## src/rtl/run_gen_if.sv

```systemverilog
`default_nettype none
// +----------------------------------------------------------------------+
// | run_gen_if : request handshake and serial-line bundle for run_gen     |
// | Revision   : 1.0                                                      |
// +----------------------------------------------------------------------+
interface run_gen_if #(
  parameter int LW = 4
);
  logic          in_valid;
  logic [LW-1:0] in_len;
  logic          in_ready;
  logic          o;
  logic          busy;
  logic          done;
  logic [7:0]    runs;

  modport master (
    output in_valid, in_len,
    input  in_ready, o, busy, done, runs
  );

  modport slave (
    input  in_valid, in_len,
    output in_ready, o, busy, done, runs
  );
endinterface
`default_nettype wire

```

## src/rtl/run_gen.sv

```systemverilog
`default_nettype none
// +----------------------------------------------------------------------+
// | run_gen : drives o high for a requested number of cycles, then holds  |
// |           it low for GAP cycles; one rising edge per accepted request |
// | Revision : 1.0                                                        |
// +----------------------------------------------------------------------+
module run_gen #(
  parameter int LW  = 4,
  parameter int GAP = 2
) (
  input  wire logic   clk,
  input  wire logic   reset,
  run_gen_if.slave    bus
);

  localparam int          c_GW       = (GAP < 1) ? 1 : $clog2(GAP + 1);
  localparam logic [LW-1:0]   c_CNT_ONE  = LW'(1);
  localparam logic [c_GW-1:0] c_GCNT_ONE = c_GW'(1);
  localparam logic [c_GW-1:0] c_GAP_LOAD = c_GW'(GAP);

  typedef enum logic [1:0] {
    S_IDLE = 2'd0,
    S_RUN  = 2'd1,
    S_GAP  = 2'd2
  } state_t;

  state_t          r_state, w_state_nxt;
  logic [LW-1:0]   r_cnt,   w_cnt_nxt;
  logic [c_GW-1:0] r_gcnt,  w_gcnt_nxt;
  logic            r_done,  w_done_nxt;
  logic [7:0]      r_runs,  w_runs_nxt;
  logic            w_o, w_busy, w_ready;

  always_ff @(posedge clk or posedge reset) begin
    if (reset) begin
      r_state <= S_IDLE;
      r_cnt   <= '0;
      r_gcnt  <= '0;
      r_done  <= 1'b0;
      r_runs  <= '0;
    end else begin
      r_state <= w_state_nxt;
      r_cnt   <= w_cnt_nxt;
      r_gcnt  <= w_gcnt_nxt;
      r_done  <= w_done_nxt;
      r_runs  <= w_runs_nxt;
    end
  end

  always_comb begin
    w_state_nxt = r_state;
    w_cnt_nxt   = r_cnt;
    w_gcnt_nxt  = r_gcnt;
    w_done_nxt  = 1'b0;
    w_runs_nxt  = r_runs;
    w_o         = 1'b0;
    w_busy      = 1'b0;
    w_ready     = 1'b0;
    case (r_state)
      S_IDLE: begin
        w_ready = 1'b1;
        // A zero-length request is consumed here but never starts a run.
        if (bus.in_valid && (bus.in_len != '0)) begin
          w_cnt_nxt   = bus.in_len;
          w_state_nxt = S_RUN;
        end
      end
      S_RUN: begin
        w_o       = 1'b1;
        w_busy    = 1'b1;
        w_cnt_nxt = r_cnt - c_CNT_ONE;
        if (r_cnt == c_CNT_ONE) begin
          w_gcnt_nxt  = c_GAP_LOAD;
          w_state_nxt = S_GAP;
        end
      end
      S_GAP: begin
        w_busy     = 1'b1;
        w_gcnt_nxt = r_gcnt - c_GCNT_ONE;
        if (r_gcnt == c_GCNT_ONE) begin
          w_state_nxt = S_IDLE;
          w_done_nxt  = 1'b1;
          w_runs_nxt  = r_runs + 8'd1;
        end
      end
      default: begin
        w_state_nxt = S_IDLE;
      end
    endcase
  end

  assign bus.o        = w_o;
  assign bus.busy     = w_busy;
  assign bus.in_ready = w_ready;
  assign bus.done     = r_done;
  assign bus.runs     = r_runs;

endmodule
`default_nettype wire

```

## src/flat_wrapper.sv

```systemverilog
// flat-port wrapper written by rule: the top's interface ports become plain ports
module run_gen_flat 
#(
  parameter int LW  = 4,
  parameter int GAP = 2
)
  (clk, reset, bus_in_valid, bus_in_len, bus_in_ready, bus_o, bus_busy, bus_done, bus_runs);
  run_gen_if #(.LW(LW)) bus_i ();
  input  wire logic clk;
  input  wire logic reset;
  input wire logic [$bits(bus_i.in_valid)-1:0] bus_in_valid;
  input wire logic [$bits(bus_i.in_len)-1:0] bus_in_len;
  output wire logic [$bits(bus_i.in_ready)-1:0] bus_in_ready;
  output wire logic [$bits(bus_i.o)-1:0] bus_o;
  output wire logic [$bits(bus_i.busy)-1:0] bus_busy;
  output wire logic [$bits(bus_i.done)-1:0] bus_done;
  output wire logic [$bits(bus_i.runs)-1:0] bus_runs;
  assign bus_i.in_valid = bus_in_valid;
  assign bus_i.in_len = bus_in_len;
  assign bus_in_ready = bus_i.in_ready;
  assign bus_o = bus_i.o;
  assign bus_busy = bus_i.busy;
  assign bus_done = bus_i.done;
  assign bus_runs = bus_i.runs;
  run_gen #(.LW(LW), .GAP(GAP)) u_core (.clk(clk), .reset(reset), .bus(bus_i));
endmodule
```

## config.mk

```make
export PLATFORM = sky130hd
export DESIGN_NAME = run_gen_flat
export DESIGN_NICKNAME = d
export VERILOG_FILES = /design/src/rtl/run_gen_if.sv /design/src/rtl/run_gen.sv /design/src/flat_wrapper.sv
export SDC_FILE = /design/constraint.sdc
export NUM_CORES = 1
export LEC_CHECK = 0
export ABC_AREA = 1
export CORE_UTILIZATION = 53
export DETAILED_ROUTE_END_ITERATION = 6
export PLACE_DENSITY = 0.82
export SLEW_MARGIN = 20
export SYNTH_ARGS = -nofsm -noshare
export SYNTH_HDL_FRONTEND = slang
export SYNTH_SLANG_ARGS = --single-unit
```

## constraint.sdc

```tcl
create_clock -name clk -period 3.34 [get_ports clk]
set_input_delay 0.334 -clock clk [delete_from_list [all_inputs] [get_ports clk]]
set_output_delay 0.334 -clock clk [all_outputs]
set_load 0.1 [all_outputs]
```

==> results.md, run 1 <==
* Outcome: finished, final reports clean
* Static leakage power at around 0.64 nW
* Later-pin clock latency in the skew report at roughly 290 ps
* Final setup violation count at 0
* Maximum clock insertion buffer count at 2
* Cell Rows at 15
* Drt initial violations at 9
* Initial cell density of the core at 0.564
* Synth unique cells at 16
* # fillers at 160
* Sinks on Clock Net at 17
* Buffers inserted during post-CTS setup optimization at 0
* Synth warnings at 0
* Via count of the first global-routing pass at between 700 and 800
* Worst Path Buf+Inv at 1
* Via count at 851
* Layout cells sized above 1 at 0.0822
* Count of pins on the block boundary at 19
* Largest stage delay on the critical path at approximately 1200 ps
* Most common cell after layout, fill and taps aside: nand2_1
* Clock buffers created by TritonCTS at 3
* Die Span X at between 40 and 50 um
* Reg clk slew, reported paths at 100 ps
* TritonCTS clock tree: yes
* Cell type group with the largest total delay on the critical path: buffers and inverters
* Routed length per instance at 10.3 um
* Highest-delay cell along the critical path: clkdlybuf4s50_1
* Critical Path Source Type: register
* WL final at roughly 1800 um
* Diodes inserted at 0
* Number of buffers inserted by port buffering at 18
* Cell chain of the critical path: clkdlybuf4s50_1
* Avg Cell Area, Syn at between 7 and 8 sq um
* RSZ-0062 raised after global routing: false
* CTS Root Buffer Type: clkbuf_4
* Core box area at 1710 sq um
* Maximum Capacitance Violations at 0
* Max-slew headroom at the worst pin at 0.355
* Highest-count cells in the layout ignoring fill and taps: 43 x nand2_1, 17 x inv_1, 17 x dfrtp_1, 15 x clkdlybuf4s50_1, 12 x nand3_1
* Remaining DRCs at 0
* Routability congestion estimate at between 0.8 and 0.9
* Worst slack on hold paths at ~410 ps
* Period minus WS final at 2250 ps
* Post-Syn Area at just under 1000 sq um
* Area enclosed by the die boundary at between 1500 and 2000 sq um
* Power per standard cell area at ~900 nW/um^2
* Synthesis-stage register bit count at 17
* Hold buffer count at CTS at 0
* Achievable Freq at about 0.44 GHz
* Register area share after synthesis at 0.442
* Pin count of the biggest net entering global routing at 18
* Kind of path behind the tightest hold check: input port to asynchronous set/reset pin
* Maximum clock skew at final layout at around 8.4 ps
* Placed Area at around 1200 sq um
* Setup TNS Final at 0 ps
* Cells after Synth at ~120
* CP Data Required Time at between 3000 and 4000 ps
* Number of nets in the layout at ~160
* Pins over their slew limit at 0
* Wire length of the first global-routing pass at between 2000 and 3000 um
* Aggregate global routing overflow at 0
* DRT antenna net count at 0
* Period utilisation layout at 0.674
* Path type of the worst setup path: register to output port
* Total area of multi-input combinational cells at approximately 470 sq um
* CP Max Fanout at 7
* Arrival time at the worst endpoint at around 1900 ps
* Worst vdd rail ir drop at between 0.9 and 1 mV
* H-tree depth at 1
* DR pass1 iterations at 4
* GRT Overall Usage at 0.204
* Antenna violations before repair at 0
* Worst-margin pin slew at 964 ps
* Post-route design area at about 1200 sq um
* Area growth from synthesis to layout at 24.0%
* Final Hold Fails at 0
* Via density per instance at ~5
* Half-perimeter wire length after placement at between 1000 and 1500 um
* Endpoint kind of the worst setup timing path: output port
* Total nets after synthesis at 138
* Die Height at about 45 um
* PostCTS Resize Cnt at 0
* Storage cell area at 425 sq um
==> flip-flops by register name, indices dropped and copies added (netlist names) <==
signal and count:
u_core.bus.runs 8, u_core.bus.done 1, u_core.r_state 2, u_core.r_gcnt 2, u_core.r_cnt 4
==> area by class of cell <==
class,count,area share
timing repair buffer,18,0.145
multi-input combinational,89,0.394
clock buffer,3,0.0188
sequential,17,0.356
tap,25,0.0262
clock inverter,1,0.00419
inverter,18,0.0565
==> power by group <==
group	leakage, nW	internal (mW)	switching [mW]	total [mW]
Clock	0.0177	0.0445	0.0642	0.109
Combinational	0.395	0.178	0.485	0.663
Sequential	0.222	0.263	0.0454	0.308
Total	0.635	0.485	0.595	1.08
==> routing by layer <==
layer | vias up | wire, um | GRT usage
li1 | 438 | - | -
met3 | 2 | 56 | 0.0490
met4 | 0 | 12 | 0.0909
met2 | 18 | 880 | 0.365
met1 | 393 | 810 | 0.227
met5 | - | 0 | 0
==> final timing paths <==
kind	startpoint	to	slack [ps]	depth (start not counted)
min in group clk	u_core.r_state[1]$_DFFE_PP0P_	u_core.r_state[1]$_DFFE_PP0P_	520	2
min	reset	u_core.r_gcnt[0]$_DFFE_PP0P_	410	2
max	u_core.bus.runs[4]$_DFFE_PP0P_	bus_runs[4]	1090	1
max in group asynchronous	reset	u_core.bus.runs[6]$_DFFE_PP0P_	2530	2
max reg2reg	u_core.r_state[0]$_DFFE_PP0P_	u_core.bus.runs[5]$_DFFE_PP0P_	1820	7
min reg2reg	u_core.r_state[1]$_DFFE_PP0P_	u_core.r_state[1]$_DFFE_PP0P_	520	2
==> through the flow <==
stage	setup slack, ps	instances	total power [mW]	utilization
2_1_floorplan	1280	124	0.844	-
3_3_place_gp	1430	167	0.946	0.684
3_5_place_dp	1400	167	0.976	0.684
4_1_cts	1070	171	1.09	0.700
5_1_grt	1020	171	1.15	0.700
6_report	1090	171	1.08	0.700
==> synthesized netlist by cell type, drive strengths merged <==
cell,instances,area (sq um)
ha,7,87.6
inv,18,67.6
nand2,44,173
o21ai,7,35.0
a21oi,2,10.0
nor2,7,26.3
nor3,1,10.0
or2,2,15.0
nand3,12,60.1
xnor2,1,8.76
dfrtp,17,425
nand4,3,18.8
xor2,3,26.3
==> logic make-up after synthesis <==
family                     count (synthesis)  share of synthesized area
AOI/OAI and AO/OA                          9                     0.0467
buffers and inverters                     18                     0.0701
xor gates and xnor gates                   4                     0.0364
and+or+nand+nor                           69                      0.314
DFF                                       17                      0.442
adders and majority gates                  7                     0.0909
Note: power is estimated with default switching activity, not from simulation.
==> run 2, diff against run 1 <==
--- a/config.mk
+++ b/config.mk
@@ -6,9 +6,9 @@
 export NUM_CORES = 1
 export LEC_CHECK = 0
 export ABC_AREA = 1
-export CORE_UTILIZATION = 53
+export CORE_UTILIZATION = 50
 export DETAILED_ROUTE_END_ITERATION = 6
-export PLACE_DENSITY = 0.82
+export PLACE_DENSITY = 0.78
 export SLEW_MARGIN = 20
 export SYNTH_ARGS = -nofsm -noshare
 export SYNTH_HDL_FRONTEND = slang
==> constraint.sdc (replaced) <==
create_clock -name clk -period 2.3 [get_ports clk]
set_input_delay 0.23 -clock clk [delete_from_list [all_inputs] [get_ports clk]]
set_output_delay 0.23 -clock clk [all_outputs]
set_load 0.1 [all_outputs]
==> run 2 against run 1 <==
  * Clock skew shrank 5.6 ps
  * Highest routed layer unchanged
  * Clock power grew 40%
  * Cell count is the same
==> results.md, run 2 (synthesis gave the netlist of run 1 again) <==
* Outcome: finished, final reports clean (unchanged)
* DR pass1 iterations at 4 (unchanged)
* Area growth from synthesis to layout at 21.6% (was 24.0%)
* Pins over their slew limit at 0 (unchanged)
* Layout cells sized above 1 at 0.137 (was 0.0822)
* Final Hold Fails at 0 (unchanged)
* Number of nets in the layout at 161 (unchanged)
* Maximum clock insertion buffer count at 2 (unchanged)
* CP Data Required Time at 2070 ps (was 3010 ps)
* Post-route design area at 1170 sq um (was 1190 sq um)
* Later-pin clock latency in the skew report at 290 ps (about the same)
* CP Max Fanout at 8 (was 7)
* Half-perimeter wire length after placement at 1380 um (was 1420 um)
* Via count at 814 (was 851)
* Via count of the first global-routing pass at 679 (was 741)
* Die Height at 45.9 um (was 44.6 um)
* Period utilisation layout at 0.731
* Setup TNS Final at 0 ps (unchanged)
* Endpoint kind of the worst setup timing path: output port (unchanged)
* Buffers inserted during post-CTS setup optimization at 0 (unchanged)
* Maximum clock skew at final layout at 2.80 ps (was 8.45 ps)
* Total design power at 1.55 mW (was 1.08 mW)
* Static leakage power at 0.650 nW (was 0.635 nW)
* Final setup violation count at 0 (unchanged)
* CTS Root Buffer Type: clkbuf_4 (unchanged)
* TritonCTS clock tree: yes (unchanged)
* Achievable Freq at roughly 0.59 GHz
* Sinks on Clock Net at 17 (unchanged)
* Path type of the worst setup path: register to output port (unchanged)
* Max FFs per register at 8 (unchanged)
* Initial cell density of the core at 0.546 (was 0.564)
* Max-slew headroom at the worst pin at 0.604 (was 0.355)
* Launching point of the worst reg2reg path: u_core.r_state[0]$_DFFE_PP0P_ (unchanged)
* WL final at 1730 um (was 1760 um)
* Cell Rows at 15 (unchanged)
* Core box area at 1760 sq um (was 1710 sq um)
* Clock buffers created by TritonCTS at 3 (unchanged)
* Highest-count cells in the layout ignoring fill and taps: 43 x nand2_1, 17 x inv_1, 17 x dfrtp_1, 12 x nand3_1, 12 x buf_4 (was 43 x nand2_1, 17 x inv_1, 17 x dfrtp_1, 15 x clkdlybuf4s50_1, 12 x nand3_1)
* Remaining DRCs at 0 (unchanged)
* Startpoint of the most critical setup path: u_core.r_state[1]$_DFFE_PP0P_ (was u_core.bus.runs[4]$_DFFE_PP0P_)
* Wire length of the first global-routing pass at 2880 um (was 2930 um)
* Number of buffers inserted by port buffering at 18 (unchanged)
* Area enclosed by the die boundary at 2110 sq um (was 1990 sq um)
* Routed length per instance at 10.1 um (was 10.3 um)
* Die Span X at 45.9 um (was 44.6 um)
* Kind of path behind the tightest hold check: input port to asynchronous set/reset pin (unchanged)
* Power per standard cell area at 1330 nW/um^2 (was 904 nW/um^2)
* Maximum Capacitance Violations at 0 (unchanged)
* # fillers at 173 (was 160)
* Period minus WS final at 1680 ps
* Diodes inserted at 0 (unchanged)
* Worst-margin pin slew at 594 ps (was 964 ps)
* Antenna violations before repair at 0 (unchanged)
* Aggregate global routing overflow at 0 (unchanged)
* GRT Overall Usage at 0.195 (was 0.204)
* Critical Path Source Type: register (unchanged)
* H-tree depth at 1 (unchanged)
* Placed Area at 1140 sq um (was 1170 sq um)
* Setup slack at placement at 817 ps (was 1400 ps)
* PostCTS Resize Cnt at 0 (unchanged)
* DRT antenna net count at 0 (unchanged)
* Final core utilization at 0.664 (was 0.700)
* Routability congestion estimate at 0.849 (was 0.836)
* Most common cell after layout, fill and taps aside: nand2_1 (unchanged)
* Reg clk slew, reported paths at 90 ps (was 100 ps)
* RSZ-0062 raised after global routing: false (unchanged)
* Pin count of the biggest net entering global routing at 18 (unchanged)
* Worst vdd rail ir drop at 1.34 mV (was 0.921 mV)
* Worst setup slack after layout at 618 ps (was 1090 ps)
* Arrival time at the worst endpoint at 1450 ps (was 1920 ps)
* Hold buffer count at CTS at 0 (unchanged)
* Via density per instance at 4.76 (was 4.98)
* Drt initial violations at 15 (was 9)
* Count of pins on the block boundary at 19 (unchanged)
[run 2: metal layers]
metal | track usage | vias up | wire, um
met5 | 0 | - | 0
met4 | 0.0706 | 0 | 24
met3 | 0.0595 | 5 | 84
met2 | 0.287 | 26 | 760
met1 | 0.268 | 353 | 859
li1 | - | 430 | -
[run 2: layout make-up]
class / count / area (sq um) / area share
sequential: 17 / 425 / 0.363
multi-input combinational: 89 / 470 / 0.402
inverter: 18 / 67.6 / 0.0577
timing repair buffer: 18 / 150 / 0.128
tap: 25 / 31.3 / 0.0267
clock buffer: 4 / 26.3 / 0.0224
[run 2: worst paths after layout]
kind	end	slack, ps	cells past startpoint
min reg2reg	u_core.r_state[0]$_DFFE_PP0P_	520	2
min in group clk	u_core.r_state[0]$_DFFE_PP0P_	520	2
max reg2reg	u_core.bus.runs[5]$_DFFE_PP0P_	800	7
max	bus_o	620	3
max in group asynchronous	u_core.bus.runs[3]$_DFFE_PP0P_	1620	2
min	u_core.r_cnt[3]$_DFFE_PP0P_	300	2
[run 2: through the flow]
step	std cells	hold WS, ps
6_report	171	299
5_1_grt	171	379
4_1_cts	171	314
3_5_place_dp	167	499
3_3_place_gp	167	481
2_1_floorplan	124	156
[run 2: worst max-delay path, stage by stage, from the launching register on]
cell and delay [ps]:
dfrtp_1 400, inv_1 90, ha_1 320, buf_4 350
[run 2: report_power, final]
part / switching (mW) / leakage (nW) / total (mW) / internal, mW
Clock: 0.0858 / 0.0150 / 0.153 / 0.0675
Combinational: 0.704 / 0.413 / 0.952 / 0.248
Sequential: 0.0662 / 0.222 / 0.448 / 0.382
==> run 3, diff against run 2 <==
==> constraint.sdc (replaced) <==
create_clock -name clk -period 1.6 [get_ports clk]
set_input_delay 0.16 -clock clk [delete_from_list [all_inputs] [get_ports clk]]
set_output_delay 0.16 -clock clk [all_outputs]
set_load 0.1 [all_outputs]
==> run 3 against run 2 <==
  * Register-to-register slack worse by 630 ps
  * Count of clock-buffer cells in the layout unchanged
  * Final area up 16%
  * Flip-flop and latch count unchanged
  * Hold slack worse by 140 ps
  * Via count up 7.1%
  * Global-route usage up 3.8 points
  * Cell count up 0.58%
==> results.md, run 3 (synthesis gave the netlist of run 1 again) <==
* Maximum clock skew at final layout at 1.69 ps (was 2.80 ps)
* Reg clk slew, reported paths at 100 ps (was 90 ps)
* Core box area at 1760 sq um (unchanged)
* Critical Path Source Type: register (unchanged)
* Hold buffer count at CTS at 0 (unchanged)
* Period minus WS final at between 1500 and 2000 ps
* Power per standard cell area at 1890 nW/um^2 (was 1330 nW/um^2)
* Maximum Capacitance Violations at 0 (unchanged)
* DR pass1 iterations at 4 (unchanged)
* CP Max Fanout at 3 (was 8)
* Die Height at 45.9 um (unchanged)
* H-tree depth at 1 (unchanged)
* Pins over their slew limit at 0 (unchanged)
* Worst vdd rail ir drop at 2.06 mV (was 1.34 mV)
* Outcome: finished, final reports clean (unchanged)
* Cell type group with the largest total delay on the critical path: flip-flops (was buffers and inverters)
* Area growth from synthesis to layout at 41.2% (was 21.6%)
* Most common cell after layout, fill and taps aside: nand2_1 (unchanged)
* Max FFs per register at 8 (unchanged)
* Maximum clock insertion buffer count at 2 (unchanged)
* Pin count of the biggest net entering global routing at 18 (unchanged)
* Count of pins on the block boundary at 19 (unchanged)
* WL final at 2090 um (was 1730 um)
* GRT Overall Usage at 0.234 (was 0.195)
* Antenna violations before repair at 0 (unchanged)
* Later-pin clock latency in the skew report at 290 ps (about the same)
* Largest stage delay on the critical path at 440 ps (was 400 ps)
* Number of buffers inserted by port buffering at 18 (unchanged)
* Remaining DRCs at 0 (unchanged)
* Clock buffers created by TritonCTS at 3 (unchanged)
* Sinks on Clock Net at 17 (unchanged)
* Half-perimeter wire length after placement at 1550 um (was 1380 um)
* RSZ-0062 raised after global routing: false (unchanged)
* CP Data Required Time at 1440 ps (was 2070 ps)
* Max-slew headroom at the worst pin at 0.801 (was 0.604)
* Area enclosed by the die boundary at 2110 sq um (unchanged)
* Highest-count cells in the layout ignoring fill and taps: 42 x nand2_1, 17 x inv_1, 13 x dfrtp_1, 12 x nand3_1, 12 x buf_12 (was 43 x nand2_1, 17 x inv_1, 17 x dfrtp_1, 12 x nand3_1, 12 x buf_4)
* Highest-delay cell along the critical path: dfrtp_1 (unchanged)
* Count of non-filler cells in the finished layout at 172 (was 171)
* Kind of path behind the tightest hold check: input port to asynchronous set/reset pin (unchanged)
* Final Hold Fails at 0 (unchanged)
* Path type of the worst setup path: register to output port (unchanged)
* Worst-margin pin slew at 298 ps (was 594 ps)
* Routability congestion estimate at 0.814 (was 0.849)
* Diodes inserted at 0 (unchanged)
* Arrival time at the worst endpoint at 1360 ps (was 1450 ps)
* Routed length per instance at 12.2 um (was 10.1 um)
* Wire length of the first global-routing pass at 3440 um (was 2880 um)
* Static leakage power at 0.697 nW (was 0.650 nW)
* TritonCTS clock tree: yes (unchanged)
* Aggregate global routing overflow at 0 (unchanged)
* Final setup violation count at 0 (unchanged)
* PostCTS Resize Cnt at 0 (unchanged)
* Cell chain of the critical path: inv_1, ha_2, buf_12 (was inv_1, ha_1, buf_4)
* Dpl cells at 168 (was 167)
* Buffers inserted during post-CTS setup optimization at 0 (unchanged)
* Period utilisation layout at 0.947
* Layout cells sized above 1 at 0.197 (was 0.137)
* Number of nets in the layout at 162 (was 161)
* Setup TNS Final at 0 ps (unchanged)
* Cell Rows at 15 (unchanged)
* Via density per instance at 5.07 (was 4.76)
* Drt initial violations at 27 (was 15)
* Achievable Freq at ~0.66 GHz
* Worst Path Buf+Inv at 2 (unchanged)
* Endpoint kind of the worst setup timing path: output port (unchanged)
* CTS Root Buffer Type: clkbuf_4 (unchanged)
* Final core utilization at 0.771 (was 0.664)
* Die Span X at 45.9 um (unchanged)
* Initial cell density of the core at 0.546 (unchanged)
* Via count at 872 (was 814)
* DRT antenna net count at 0 (unchanged)
* Via count of the first global-routing pass at 799 (was 679)
-- run 3: cell count changes in the layout (fill, tap and decap cells not counted) --
cell / before / now
buf_12: 0 / 12
buf_4: 12 / 1
dfrtp_1: 17 / 13
dfrtp_2: 0 / 4
ha_1: 7 / 4
ha_2: 0 / 2
ha_4: 0 / 1
nand2_1: 43 / 42
nand2_2: 0 / 1
nor3_2: 1 / 0
nor3_4: 0 / 1
-- run 3: final cells by class --
cell class,count,area [sq um]
clock buffers,4,26.3
flip-flops and latches,17,430
well taps,25,31.3
fillers,132,404
inverters,18,67.6
multi-input cells,89,497
repair buffers,19,308
-- run 3: worst paths after layout --
path                                                    start                              to  slack [ps]  cells past startpoint
worst max-delay path            u_core.r_state[0]$_DFFE_PP0P_                        bus_busy          80                      3
worst min-delay path                                    reset   u_core.r_state[1]$_DFFE_PP0P_         160                      3
worst max register to register  u_core.r_state[0]$_DFFE_PP0P_  u_core.bus.runs[5]$_DFFE_PP0P_         170                      7
worst min register to register  u_core.r_state[1]$_DFFE_PP0P_   u_core.r_state[1]$_DFFE_PP0P_         520                      2
max in group asynchronous                               reset  u_core.bus.runs[2]$_DFFE_PP0P_        1230                      3
min in group clk                                bus_in_len[3]     u_core.r_cnt[3]$_DFFE_PP0P_         510                      5
-- run 3: metrics by stage --
| step | hold slack, ps | power (mW) | setup WS [ps] | instance area (sq um) |
|---|---|---|---|---|
| floorplan | 85.8 | 1.82 | 28.2 | 983 |
| global placement | 487 | 2.26 | 194 | 1320 |
| detailed placement | 488 | 2.31 | 41.0 | 1320 |
| CTS | 175 | 2.55 | 11.2 | 1350 |
| global route | 208 | 2.73 | 41.8 | 1360 |
| finish | 161 | 2.57 | 84.7 | 1360 |
-- run 3: worst register-to-register path, cell delays in order, from the launching register on --
cell     delay [ps]
dfrtp_1         450
inv_1           120
ha_2            230
nand2_2         110
nor3_4          180
nand3_1         100
nand2_1          80
nand2_1          60
-- run 3: routing by layer --
layer  up-vias  GRT usage  part of all wire
met4         0      0.124             0.019
met1       405      0.287              0.44
met2        23      0.389              0.51
li1        438          -                 -
met3         6     0.0357             0.027
met5         -          0                 0
-- run 3: where the power goes --
group | leakage (nW) | internal (mW) | switching, mW
registers | 0.216 | 0.554 | 0.111
clock network | 0.0150 | 0.0971 | 0.145
logic | 0.466 | 0.586 | 1.07
total | 0.697 | 1.24 | 1.33
